--- src/rtl/pipe_stage_skid.sv ---
// Flow-controlled pipeline stage register with a 2-entry skid buffer,
// synchronous flush, run gating and a saturating back-pressure counter.
module pipe_stage_skid #(
   parameter int unsigned DATA_W      = 32,
   parameter bit          ZERO_BUBBLE = 1'b1,
   parameter int unsigned CNT_W       = 16
) (
   input  logic              clk_i,
   input  logic              rst_n_i,
   input  logic              start_i,
   input  logic              flush_i,
   input  logic              in_valid_i,
   output logic              in_ready_o,
   input  logic [DATA_W-1:0] in_data_i,
   output logic              out_valid_o,
   input  logic              out_ready_i,
   output logic [DATA_W-1:0] out_data_o,
   output logic [1:0]        occupancy_o,
   output logic [CNT_W-1:0]  bp_cnt_o
);

   typedef enum logic [1:0] {
      S_EMPTY = 2'd0,
      S_ONE   = 2'd1,
      S_TWO   = 2'd2
   } state_e;

   state_e             state_q, state_d;
   logic               full_q, full_d;
   logic [DATA_W-1:0]  main_q, main_d;
   logic [DATA_W-1:0]  skid_q, skid_d;
   logic [CNT_W-1:0]   bp_q, bp_d;
   logic               in_fire, out_fire, stall;

   assign in_ready_o  = start_i & ~full_q;
   assign out_valid_o = (state_q != S_EMPTY);
   assign in_fire     = in_valid_i & in_ready_o;
   assign out_fire    = out_valid_o & out_ready_i;
   assign stall       = out_valid_o & ~out_ready_i;

   // Bubbles read as zero so a dead slot carries no write enables
   assign out_data_o  = (out_valid_o || !ZERO_BUBBLE) ? main_q : '0;
   assign occupancy_o = state_q;
   assign bp_cnt_o    = bp_q;

   always_comb begin
      state_d = state_q;
      main_d  = main_q;
      skid_d  = skid_q;
      if (flush_i) begin
         state_d = S_EMPTY;
      end else begin
         unique case (state_q)
            S_EMPTY: begin
               if (in_fire) begin
                  state_d = S_ONE;
                  main_d  = in_data_i;
               end
            end
            S_ONE: begin
               if (in_fire && out_fire) begin
                  main_d = in_data_i;
               end else if (in_fire) begin
                  state_d = S_TWO;
                  skid_d  = in_data_i;
               end else if (out_fire) begin
                  state_d = S_EMPTY;
               end
            end
            S_TWO: begin
               if (out_fire) begin
                  state_d = S_ONE;
                  main_d  = skid_q;
               end
            end
            default: state_d = S_EMPTY;
         endcase
      end
      full_d = (state_d == S_TWO);
   end

   always_comb begin
      bp_d = bp_q;
      if (stall && (bp_q != '1)) begin
         bp_d = bp_q + CNT_W'(1);
      end
   end

   always_ff @(posedge clk_i or negedge rst_n_i) begin
      if (!rst_n_i) begin
         state_q <= S_EMPTY;
         full_q  <= 1'b0;
         main_q  <= '0;
         skid_q  <= '0;
         bp_q    <= '0;
      end else begin
         state_q <= state_d;
         full_q  <= full_d;
         main_q  <= main_d;
         skid_q  <= skid_d;
         bp_q    <= bp_d;
      end
   end

endmodule

--- config.mk ---
export PLATFORM = sky130hd
export DESIGN_NAME = pipe_stage_skid
export DESIGN_NICKNAME = d
export VERILOG_FILES = /design/src/rtl/pipe_stage_skid.sv
export SDC_FILE = /design/constraint.sdc
export NUM_CORES = 1
export LEC_CHECK = 0
export BUFFER_PORTS_ARGS = -buffer_cell sky130_fd_sc_hd__buf_2
export CAP_MARGIN = 20
export CORE_MARGIN = 2
export CORE_UTILIZATION = 30
export CTS_CLUSTER_DIAMETER = 150
export CTS_CLUSTER_SIZE = 16
export DETAILED_ROUTE_END_ITERATION = 12
export PLACE_DENSITY = 0.62
export SLEW_MARGIN = 20
export SYNTH_ARGS = -nofsm -noshare
export SYNTH_HDL_FRONTEND = slang
export SYNTH_SLANG_ARGS = --single-unit
--- constraint.sdc ---
create_clock -name clk_i -period 1.88 [get_ports clk_i]
set_clock_uncertainty 0.2 [all_clocks]
set_input_delay 0.094 -clock clk_i [delete_from_list [all_inputs] [get_ports clk_i]]
set_output_delay 0.094 -clock clk_i [all_outputs]
set_load 0.005 [all_outputs]
==> results.txt, run 1 <==
The number of global-route vias before repair was 3035. The routed layout has 2934 vias. The number of slew-limit violations in the final report was 0; the number of design-rule violations left by the first detailed-router iteration was 112. The count of buffers added on input and output ports is 89.

The final setup violation count is 26, and the number of unique standard cell types used by synthesis is 37. Combinational cells account for 20.7% of the total power. The largest single stage delay on the critical path is 400 ps. The tree built by TritonCTS fans out to 83 sinks. The cell area after synthesis is 4040 um2.

The width of the die is 120 um. In this run the deepest clock path goes through 2 buffers. In the final layout, the share of cells above drive strength 1 is 55.0%.

The required time of the critical path was 1900 ps; the count of max-cap constraint violations was 0. The growth of design area from synthesis to finish works out to 44.8%. By area the synthesized netlist is led by sky130_fd_sc_hd__dfrtp_1 51%, sky130_fd_sc_hd__mux2_2 26%, sky130_fd_sc_hd__nor2b_1 5.4%.

The routed via count divided by cell count was 4.55; the worst-case vdd ir drop was 0.000708 V. The startpoint identified for the worst hold timing path is out_ready_i. The initial core utilization came out at 30.7%.

The tools report the startpoint kind of the worst setup timing path as a register. The maximum frequency from static timing analysis is 509 MHz, and the arrival time of data at the critical path endpoint is 1990 ps. The share of total power dissipated in sequential elements is 43.4%.

Of all cell types, the one taking the most synthesized area is sky130_fd_sc_hd__dfrtp_1. In this run the critical register-to-register path is launched from occupancy_o[1]. The number of standard-cell rows in the floorplan was 42.

Yosys printed 0 warnings. Wire length reported by the detailed router: 9.53 mm. The worst setup path is of the reg2reg kind.

The fraction of post-synthesis cell area in the top cell type by area came out at 51.4%. Insertion delay of the later-clocked pin in the worst-skew pair: 340 ps. The flow ran to the end, but the final reports show violations.

The logs give 4 for the number of optimization iterations in the first detailed-route pass and 503 for the post-layout net count. The tools report the worst slew margin relative to its limit as 70.2%. TritonCTS built the clock tree. Launching element of the worst setup path: occupancy_o[1].

In this run, synthesis produced a sequential element count of 83. The die is 120 um tall. The tools report the number of cells in the design after placement as 584. The checks that failed: negative setup slack. Element type at the critical path end: a register. The final critical path time including I/O delays and setup came out at 1960 ps.

The total area inside the core boundary comes to 13200 um2. The count of nets left with antenna violations once routing finished came out at 0. The first global-routing pass estimated 15.2 mm of wire. The count of unresolved DRC violations after routing came out at 0.

The post-route clock period utilization was 104%; the die area was 14400 um2. In this run the cell area measured after placement is 4980 um2. 0 antenna diodes ended up in the layout. The final number of hold-violating endpoints is 0, and the transition time of the tightest slew-check pin is 447 ps. The finished cells cover 5850 um2. Traced cell by cell, the critical path runs through and4bb_4 > a21oi_2 > o31ai_4 > buf_6 > buf_12 > mux2_2. The number of antenna violations at the first check in global routing was 0; the internal power contribution was 0.00409 W. The path category of the worst min-delay check was in2reg.

Summing the sequential cell areas from Yosys gives 51.4% of the chip area. The net switching share of the total power was 23.8%. Clock share of power: 35.9%. After the flow finishes, the layout carries non-filler instances totaling 645. The combined global-route utilization of all metal layers was 13.6%; the power density of the placed cells was 917 nW/um2.

The number of primary I/O pins was 90. The sum of negative setup slack is -1370 ps. On the critical path, the stage with the largest delay is an instance of sky130_fd_sc_hd__dfrtp_2. Synthesis produced a netlist whose cell count is 300. The H-tree was split into 3 levels. Synthesis produced a netlist with a net count of 339. Summed over all nets, the switching power comes to 0.00127 W.

For this run the aggregate overflow at the end of global routing stands at 0. Least setup slack across all paths after layout: -83.7 ps. At the end of routability-driven placement, the weighted congestion stood at 0.721.

Summed over all cells, the static leakage comes to 2.75 nW. TritonCTS created 9 clock buffers. The buffer cell driving the clock tree root was sky130_fd_sc_hd__clkbuf_16. The clock input transition at the sequential cells of the worst setup and hold paths came out at 60 ps. The pin count of the biggest net entering global routing is 84. Setup repair after global routing could not meet its margin everywhere. The per-instance average area after synthesis came out at 13.5 um2.

Of all nets on the critical path, the largest fanout is 12. The tools report the HPWL after detailed placement as 6.30 mm. Dividing the detail-routed wire length by the instance count gives 14.8 um.

Counting the fill cells in the layout gives 1234.
what timing repair did:
item,CTS,global route
resized for setup,3,12
endpoints found under the setup margin,64,71
buffers inserted,0,6
hold endpoints to repair,150,0
gates cloned,0,3
pin swaps,0,3
hold buffers,36,0
power by group through the flow:
| stage | sequential, W | clock (W) | combinational (W) |
|---|---|---|---|
| final | 0.00233 | 0.00192 | 0.00111 |
| after global routing | 0.00238 | 0.00207 | 0.00121 |
| after CTS | 0.00233 | 0.00199 | 0.00105 |
| after detailed placement | 0.00236 | 0 | 0.000990 |
| after global placement | 0.00234 | 0 | 0.000946 |
| after floorplan | 0.00233 | 0 | 0.000588 |
critical path: cells and delay by family, from the launching register on:
family / cells / cell delay, ps
compound gates: 2 / 250
buf+inv: 2 / 320
flops: 1 / 400
mux: 1 / 340
simple gates: 1 / 320
state kept, by name (all words and copies together), names as in the netlist:
signal       count
main_q          32
skid_q          32
bp_cnt_o        16
occupancy_o      2
full_q           1
layer usage:
| metal | up-vias | wire length, um | GRT usage (%) |
|---|---|---|---|
| li1 | 1392 | - | - |
| met1 | 1469 | 4050 | 15.9 |
| met2 | 62 | 4910 | 23.4 |
| met3 | 11 | 454 | 4.28 |
| met4 | 0 | 121 | 4.63 |
| met5 | - | 0 | 0 |
Yosys cell counts:
master                      number
sky130_fd_sc_hd__or4_4           1
sky130_fd_sc_hd__nand4_2         1
sky130_fd_sc_hd__and4_2          1
sky130_fd_sc_hd__buf_2           4
sky130_fd_sc_hd__a21oi_2         1
sky130_fd_sc_hd__mux2i_1         1
sky130_fd_sc_hd__nor3_1          3
sky130_fd_sc_hd__and4bb_4        1
sky130_fd_sc_hd__o211a_1         1
sky130_fd_sc_hd__nand4_1         7
sky130_fd_sc_hd__dfrtp_1        83
sky130_fd_sc_hd__o2111ai_1       1
sky130_fd_sc_hd__nand4b_1        1
sky130_fd_sc_hd__a31oi_1         1
sky130_fd_sc_hd__buf_6           7
sky130_fd_sc_hd__and4_1          1
sky130_fd_sc_hd__inv_1           1
sky130_fd_sc_hd__o31ai_4         1
sky130_fd_sc_hd__ha_1            1
sky130_fd_sc_hd__mux2_2         95
sky130_fd_sc_hd__xnor2_1        13
sky130_fd_sc_hd__nor2b_1        35
sky130_fd_sc_hd__nor2_4          1
sky130_fd_sc_hd__nand3_1        10
sky130_fd_sc_hd__mux2_4          2
sky130_fd_sc_hd__o22a_1          1
sky130_fd_sc_hd__and3_2          1
sky130_fd_sc_hd__nand2_1         5
sky130_fd_sc_hd__a21oi_1         2
sky130_fd_sc_hd__nor4b_4         1
sky130_fd_sc_hd__and3_1          2
sky130_fd_sc_hd__nand2_4         1
sky130_fd_sc_hd__nand3b_1        2
sky130_fd_sc_hd__clkbuf_8        1
sky130_fd_sc_hd__mux2_1          1
sky130_fd_sc_hd__clkbuf_1        3
sky130_fd_sc_hd__nor2_1          6
final cells by class:
cell class / count / area (um2) / share of cell area (%)
flip-flops and latches: 83 / 2080 / 35.5
multi-input cells: 201 / 1930 / 33.0
repair buffers: 168 / 1290 / 22.0
clock buffers: 12 / 256 / 4.38
well taps: 176 / 220 / 3.76
clock inverters: 4 / 72.6 / 1.24
inverters: 1 / 3.75 / 0.0641
through the flow:
step	power [W]	utilization [%]	hold slack, ps	worst slack [ps]
after floorplan	0.00292	-	-402	-74.8
after CTS	0.00537	43.1	67.6	-91.7
after global placement	0.00328	37.8	-40.9	-42.1
final	0.00537	44.4	84.6	-83.7
after detailed placement	0.00335	37.8	-35.2	-77.7
after global routing	0.00566	44.4	103	-133
cells in the final DEF, fill, tap and decap left out, types with 3 or more instances in the layout:
| cell type | Yosys | final |
|---|---|---|
| sky130_fd_sc_hd__buf_4 | 0 | 30 |
| sky130_fd_sc_hd__nand3_1 | 10 | 9 |
| sky130_fd_sc_hd__mux2_4 | 2 | 16 |
| sky130_fd_sc_hd__buf_2 | 4 | 88 |
| sky130_fd_sc_hd__dfrtp_1 | 83 | 82 |
| sky130_fd_sc_hd__nand4_1 | 7 | 7 |
| sky130_fd_sc_hd__clkbuf_16 | 0 | 11 |
| sky130_fd_sc_hd__nor2b_1 | 35 | 34 |
| sky130_fd_sc_hd__nand2_1 | 5 | 5 |
| sky130_fd_sc_hd__mux2_2 | 95 | 81 |
| sky130_fd_sc_hd__buf_12 | 0 | 9 |
| sky130_fd_sc_hd__dlygate4sd3_1 | 0 | 36 |
| sky130_fd_sc_hd__xnor2_1 | 13 | 13 |
| sky130_fd_sc_hd__nor3_1 | 3 | 3 |
| sky130_fd_sc_hd__buf_6 | 7 | 3 |
| sky130_fd_sc_hd__nor2_1 | 6 | 6 |
logic make-up (layout without fill, tap and decap cells):
logic type | Yosys count | count (layout) | share of synthesized area, %
flops | 83 | 83 | 51.4
simple gates | 80 | 80 | 12.8
xor+xnor | 13 | 13 | 2.82
mux | 99 | 99 | 27.7
fa+ha+maj | 1 | 1 | 0.309
buf+inv | 16 | 185 | 3.16
compound gates | 8 | 8 | 1.83
path summary, 6_finish.rpt:
kind | cells after the start | slack, ps | to
worst max-delay path | 6 | -80 | main_q[22]
worst min-delay path | 4 | 80 | occupancy_o[0]
worst max register to register | 6 | -80 | main_q[22]
worst min register to register | 1 | 300 | main_q[27]
max in group asynchronous | 3 | 1010 | occupancy_o[1]
min in group asynchronous | 3 | 110 | bp_cnt_o[4]
Note: power is estimated with default switching activity, not from simulation.
==> run 2, diff against run 1 <==
Settings changed: BUFFER_PORTS_ARGS -buffer_cell sky130_fd_sc_hd__buf_2 to -buffer_cell sky130_fd_sc_hd__buf_4, CORE_ASPECT_RATIO set to 0.9.
==> run 2 against run 1 <==
Against the previous run: the run still ends with negative setup slack left; sequential power barely moved; sequential share of layout area fell by 0.32 points; combinational power barely moved; wire length fell by 3.2%; first-iteration DRC count rose by 2.7%; flip-flop and latch count did not move; critical path depth fell by 1; final area rose by 0.98%; core utilization rose by 0.19 points; global-route usage barely moved; cell count fell by 2.5%; worst hold slack improved by 2.9 ps; critical path type unchanged.
==> results.txt, run 2 (same netlist as run 1, synthesis figures left out) <==
The run finished, with violations left. The checks that failed: negative setup slack. Slowest cell on the critical path: sky130_fd_sc_hd__dfrtp_1. On the worst path, the slowest cell contributes a delay of 380 ps.

The number of slew-limit violations in the final report was 0. For the first-pass GRT wire length, the log shows 15.4 mm. Subtracting the final worst setup slack from the clock period gives 1980 ps. In this run the core area contains 40 standard-cell rows.

Number of global-route vias before repair: 3142. In this run the clock root is driven by a sky130_fd_sc_hd__clkbuf_16. The die covers 14400 um2. The tools report the count of unresolved DRC violations after routing as 0. The library cells used most frequently in the layout, excluding fill and tap cells, are 116 x sky130_fd_sc_hd__buf_4, 87 x sky130_fd_sc_hd__mux2_2, 81 x sky130_fd_sc_hd__dfrtp_1. Derived from the worst setup path, the maximum achievable clock frequency is 506 MHz. The growth of design area from synthesis to finish is 46.2%, and the number of H-tree levels is 3. The HPWL after detailed placement is 6.26 mm.

The transition time of the tightest slew-check pin works out to 558 ps. The tools report the number of antenna violations at the first check in global routing as 0. The final setup violation count was 32; the final RePlAce weighted congestion was 0.735. The logs give 2 for the maximum buffer depth of the clock tree and 13300 um2 for the area of the core region.

The clock drives 83 sinks. The number of design-rule violations left by the first detailed-router iteration was 115. Dividing the detail-routed wire length by the instance count gives 14.7 um.

The number of antenna diodes in the final layout is 0. In the finished design, the share of the clock period the worst path needs comes to 105%. The height of the die was 114 um; the post-layout net count was 495.

The final number of hold-violating endpoints was 0. Family with the most delay on the worst path: flip-flops. The critical path crosses 5 cells after its start point. The hold slack was 87.5 ps; the combined global-route utilization of all metal layers was 13.6%. For this run, the share of the core covered by cells in the final layout is 44.6%. Max-cap violations in this run came to 0.

The post-route netlist has 55.1% of its cells at a drive strength greater than 1. The element type at the critical path end was a register. Critical path class: reg2reg. Clock input transition at the sequential cells of the worst setup and hold paths: 60 ps. The commonest non-fill, non-tap cell in the layout was sky130_fd_sc_hd__buf_4. After layout, the design draws a total of 0.00535 W.

In this run the remaining antenna-violating nets after routing total 0. The width of the die works out to 126 um. Entering global routing, the biggest net connects 42 pins.

STA classifies the critical path startpoint as a register. Using the TritonRoute via totals, the vias-per-cell ratio works out to 4.61. VDD sags by at most 0.000575 V. The run gives 1900 ps as the required time of the critical path.

Power spread over the standard cell area amounts to 905 nW/um2. TritonCTS built the clock tree. Count of buffer and inverter cells on the critical path: 1.

Of all nets on the critical path, the largest fanout is 32. In this run the tool buffered the top-level ports with 89 buffer cells. In this run the count of I/O pins placed on the die edge is 90.

Setup repair after global routing could not meet its margin everywhere. The tools report the static leakage as 2.70 nW. The signal on the critical path passes through and4bb_4 > a21oi_4 > o31ai_4 > buf_12 > mux2_2.

The sum of negative setup slack was -2300 ps. At the worst endpoint, the arrival time is 1990 ps. The least setup slack across all paths after layout is -96.1 ps. The min-delay analysis places its worst path in the category in2async. Including well taps, the total number of placed cells is 576. For this run, the detailed router's first-pass iteration total came to 4.

Once the floorplan was initialized, standard cells occupied 30.5% of the core. The cell count of the worst reg-to-reg path came out at 5. The logs give 629 for the final non-filler cell total and 9.23 mm for the wire length reported by the detailed router. For this run the aggregate overflow at the end of global routing stands at 0.

The worst slew margin relative to its limit came out at 62.8%. Clock latency on the worst-skew pair, taken at its later pin, is 340 ps. TritonCTS created 9 clock buffers.

Count of vias placed by the detailed router: 2899.
## run 2: changes by cell type in the layout (fill, tap and decap cells not counted), sizes merged
cell	change
buf	-5
clkinv	+2
dlygate4sd3	-1
clkbuf	-3
clkinvlp	-1
## run 2: path summary, 6_finish.rpt
check	startpoint	endpoint	slack, ps
worst min-delay path	rst_n_i	bp_cnt_o[11]	90
worst max register to register	full_q	main_q[2]	-100
min in group clk_i	in_valid_i	occupancy_o[0]	130
max in group asynchronous	rst_n_i	skid_q[7]	770
worst max-delay path	full_q	main_q[2]	-100
worst min register to register	main_q[17]	main_q[17]	300
## run 2: layout make-up
cell class | count | area (um2)
inverter | 1 | 3.75
sequential | 83 | 2080
fill | 1236 | 7350
timing repair buffer | 160 | 1380
tap | 168 | 210
clock buffer | 11 | 253
multi-input combinational | 201 | 1920
clock inverter | 5 | 75.1
## run 2: what timing repair did
action	CTS	global route
resized for setup	4	5
pin swaps	1	0
hold endpoints to repair	138	0
hold buffers	35	0
endpoints found under the setup margin	65	64
setup buffers	1	1
## run 2: power by group
part,internal (W),switching [W]
Clock,0.00123,0.000678
Sequential,0.00214,0.000191
Combinational,0.000736,0.000382
Total,0.00410,0.00125
## run 2: layer usage
| metal | GRT usage [%] | part of all wire [%] | up-vias |
|---|---|---|---|
| met3 | 4.25 | 4.8 | 10 |
| met1 | 16.8 | 45 | 1452 |
| met4 | 4.47 | 1.2 | 0 |
| met2 | 22.7 | 49 | 60 |
| met5 | 0 | 0 | - |
| li1 | - | - | 1377 |
## run 2: through the flow
step / area (um2) / setup slack, ps
after global placement: 5180 / -46.0
after detailed placement: 5180 / -84.2
after CTS: 5880 / -98.6
after floorplan: 4100 / -74.8
after global routing: 5910 / -141
final: 5910 / -96.1
==> run 3, diff against run 2 <==
Settings changed: RECOVER_POWER set to 25.
==> run 3 against run 2 <==
Against the previous run: the flow still finishes with violations (negative setup slack); wire length grew 0.11%; total power is essentially flat; fmax grew 0.45%; final area shrank 0.19%; combinational power is essentially flat.
==> results.txt, run 3 (same netlist as run 1, synthesis figures left out) <==
The flow ran to the end, but the final reports show violations. The final reports fail on negative setup slack. The layout cell share with drive strength beyond 1 is 55.1%. The element type at the critical path end was a register. The number of cells on the worst reg-to-reg path is 5. The height of the die works out to 114 um. For this run, the slowest stage of the critical path takes 380 ps.

The logs give 90 for the number of primary I/O pins and 0.735 for the final RePlAce weighted congestion. In the final design database the tool counted 495 nets. After global routing the overflow that remains totals 0.

Entering global routing, the biggest net connects 42 pins. The static leakage is 2.70 nW. The logs give -87.2 ps for the least setup slack across all paths after layout and 2 for the maximum buffer depth of the clock tree. After clock tree synthesis, the clock-pin slew on the worst setup and hold paths is 60 ps.

The critical path class was reg2reg. Launch instance of the worst min-delay path: in_valid_i. Using the TritonRoute via totals, the vias-per-cell ratio works out to 4.60.

Buffers placed on the I/O ports in this run total 89. IR analysis of the VDD net gives a maximum drop of 0.000575 V. Detailed routing placed a total of 444 um of wire on met3. The buffer cell driving the clock tree root was sky130_fd_sc_hd__clkbuf_16.

The count of vias placed by the detailed router is 2893. The worst setup path is launched from a register. The number of nets with antenna violations after routing was 0; the worst slew margin relative to its limit was 29.3%. TritonCTS built the clock tree. Top layer reached by signal wires: met4.

The tools report the endpoint of the most critical register-to-register path as main_q[2]. The min-delay analysis places its worst path in the category in2reg. At the later pin of the worst-skew pair, clock insertion delay measures 340 ps.

The logs give 13300 um2 for the area of the core region and 0 for the count of max-cap constraint violations. The logs give 107 for the number of design-rule violations left by the first detailed-router iteration and 576 for the number of cells in the design after placement. Hold timing on the final database bottoms out at a slack of 136 ps. Along the worst path, the maximum fanout reaches 32.

The first global-routing pass estimated 15.4 mm of wire. In the global route stage, overall resource usage came out at 13.6%. For the number of slew-limit violations in the final report, the log shows 0.

The tools report the number of standard-cell rows in the floorplan as 40. The logs give 629 for the final non-filler cell total and 32 for the final setup violation count. The number of optimization iterations in the first detailed-route pass was 4; the number of global-route vias before repair was 3142. The die covers 14400 um2. Setup slack on the worst reg-to-reg path comes out at -90 ps. The slowest cell on the critical path is sky130_fd_sc_hd__dfrtp_1. Number of H-tree levels: 3. The width of the die is 126 um. The final critical path time including I/O delays and setup is 1970 ps, and the number of diodes added for antenna fixing is 0.

Once the floorplan was initialized, standard cells occupied 30.5% of the core. Summed over all failing endpoints, the final setup total negative slack is -2010 ps. The tools report the routed metal-1 wirelength as 4.12 mm.

After detailed routing, the number of remaining DRC violations is 0. Counting instances, the worst hold path has a depth of 5. In the detailed route, the total length drawn on met2 is 4.56 mm.

Setup repair after global routing could not meet its margin everywhere. The reg-to-reg critical path startpoint was full_q. The path with the worst hold slack has its endpoint at occupancy_o[0].

The commonest non-fill, non-tap cell in the layout was sky130_fd_sc_hd__buf_4. Data on the critical path is required at its endpoint by 1900 ps. The power density of the placed cells works out to 907 nW/um2. The number of antenna violations at the first check in global routing is 0. Data arrives at the worst endpoint at 1990 ps. Leaving out fill and tap cells, the most frequent cells in the layout are 115 x sky130_fd_sc_hd__buf_4, 87 x sky130_fd_sc_hd__mux2_2, 81 x sky130_fd_sc_hd__dfrtp_1. For the final number of hold-violating endpoints, the log shows 0. For the pin with the worst max-slew slack, the measured transition is 1060 ps.

Traced cell by cell, the critical path runs through and4bb_4 > a21oi_4 > o31ai_4 > buf_12 > mux2_2. The growth of design area from synthesis to finish was 45.9%; the post-route clock period utilization was 105%. The clock sink total was 83; the maximum frequency from static timing analysis was 508 MHz. For the wire length reported by the detailed router, the log shows 9.24 mm. HPWL after detailed placement: 6.26 mm. The mean routed wirelength per cell works out to 14.7 um. The run gives 9 as the total CTS buffers.
run 3: power by group:
part / switching (W) / total [W] / leakage (nW) / internal, W
combinational: 0.000382 / 0.00111 / 1.48 / 0.000733
clock: 0.000679 / 0.00191 / 0.165 / 0.00123
sequential: 0.000191 / 0.00233 / 1.05 / 0.00214
run 3: how the worst max path moves through the flow:
stage / start / end / slack (ps) / cells past startpoint
2_1_floorplan: bp_cnt_o[0] / bp_cnt_o[1] / -70 / 6
3_3_place_gp: full_q / main_q[23] / -50 / 5
3_5_place_dp: full_q / main_q[2] / -80 / 5
4_1_cts: full_q / main_q[2] / -100 / 5
5_1_grt: full_q / main_q[2] / -140 / 5
6_report: full_q / main_q[2] / -90 / 5
run 3: per-layer routing:
layer / vias to the layer above / global-route usage (%)
li1: 1380 / -
met1: 1442 / 16.8
met2: 63 / 22.7
met3: 8 / 4.25
met4: 0 / 4.47
met5: - / 0
run 3: stage by stage:
step	area, um2	utilization, %	total power (W)	setup WS (ps)
floorplan	4100	-	0.00292	-74.8
global placement	5180	39.1	0.00336	-46.0
detailed placement	5180	39.1	0.00342	-84.2
CTS	5880	44.4	0.00544	-98.6
global route	5900	44.5	0.00566	-141
finish	5900	44.5	0.00535	-87.2
run 3: cell type report:
class,count,area [um2]
clock buffers,11,253
inverters,1,3.75
clock inverters,5,75.1
well taps,168,210
fillers,1238,7360
repair buffers,160,1360
multi-input cells,201,1920
flip-flops and latches,83,2080
run 3: worst max-delay path, delay by kind of cell (launching register included):
family | cells | cell delay (ps)
buffers and inverters | 1 | 280
and+or+nand+nor | 1 | 360
DFF | 1 | 380
muxes | 1 | 370
AOI/OAI and AO/OA | 2 | 260
run 3: what timing repair did:
action	4_1_cts	5_1_grt
setup endpoints to repair	65	64
endpoints found under the hold margin	138	0
buffers inserted	1	1
gates resized for setup	4	5
pin swaps	1	0
hold buffers	35	0
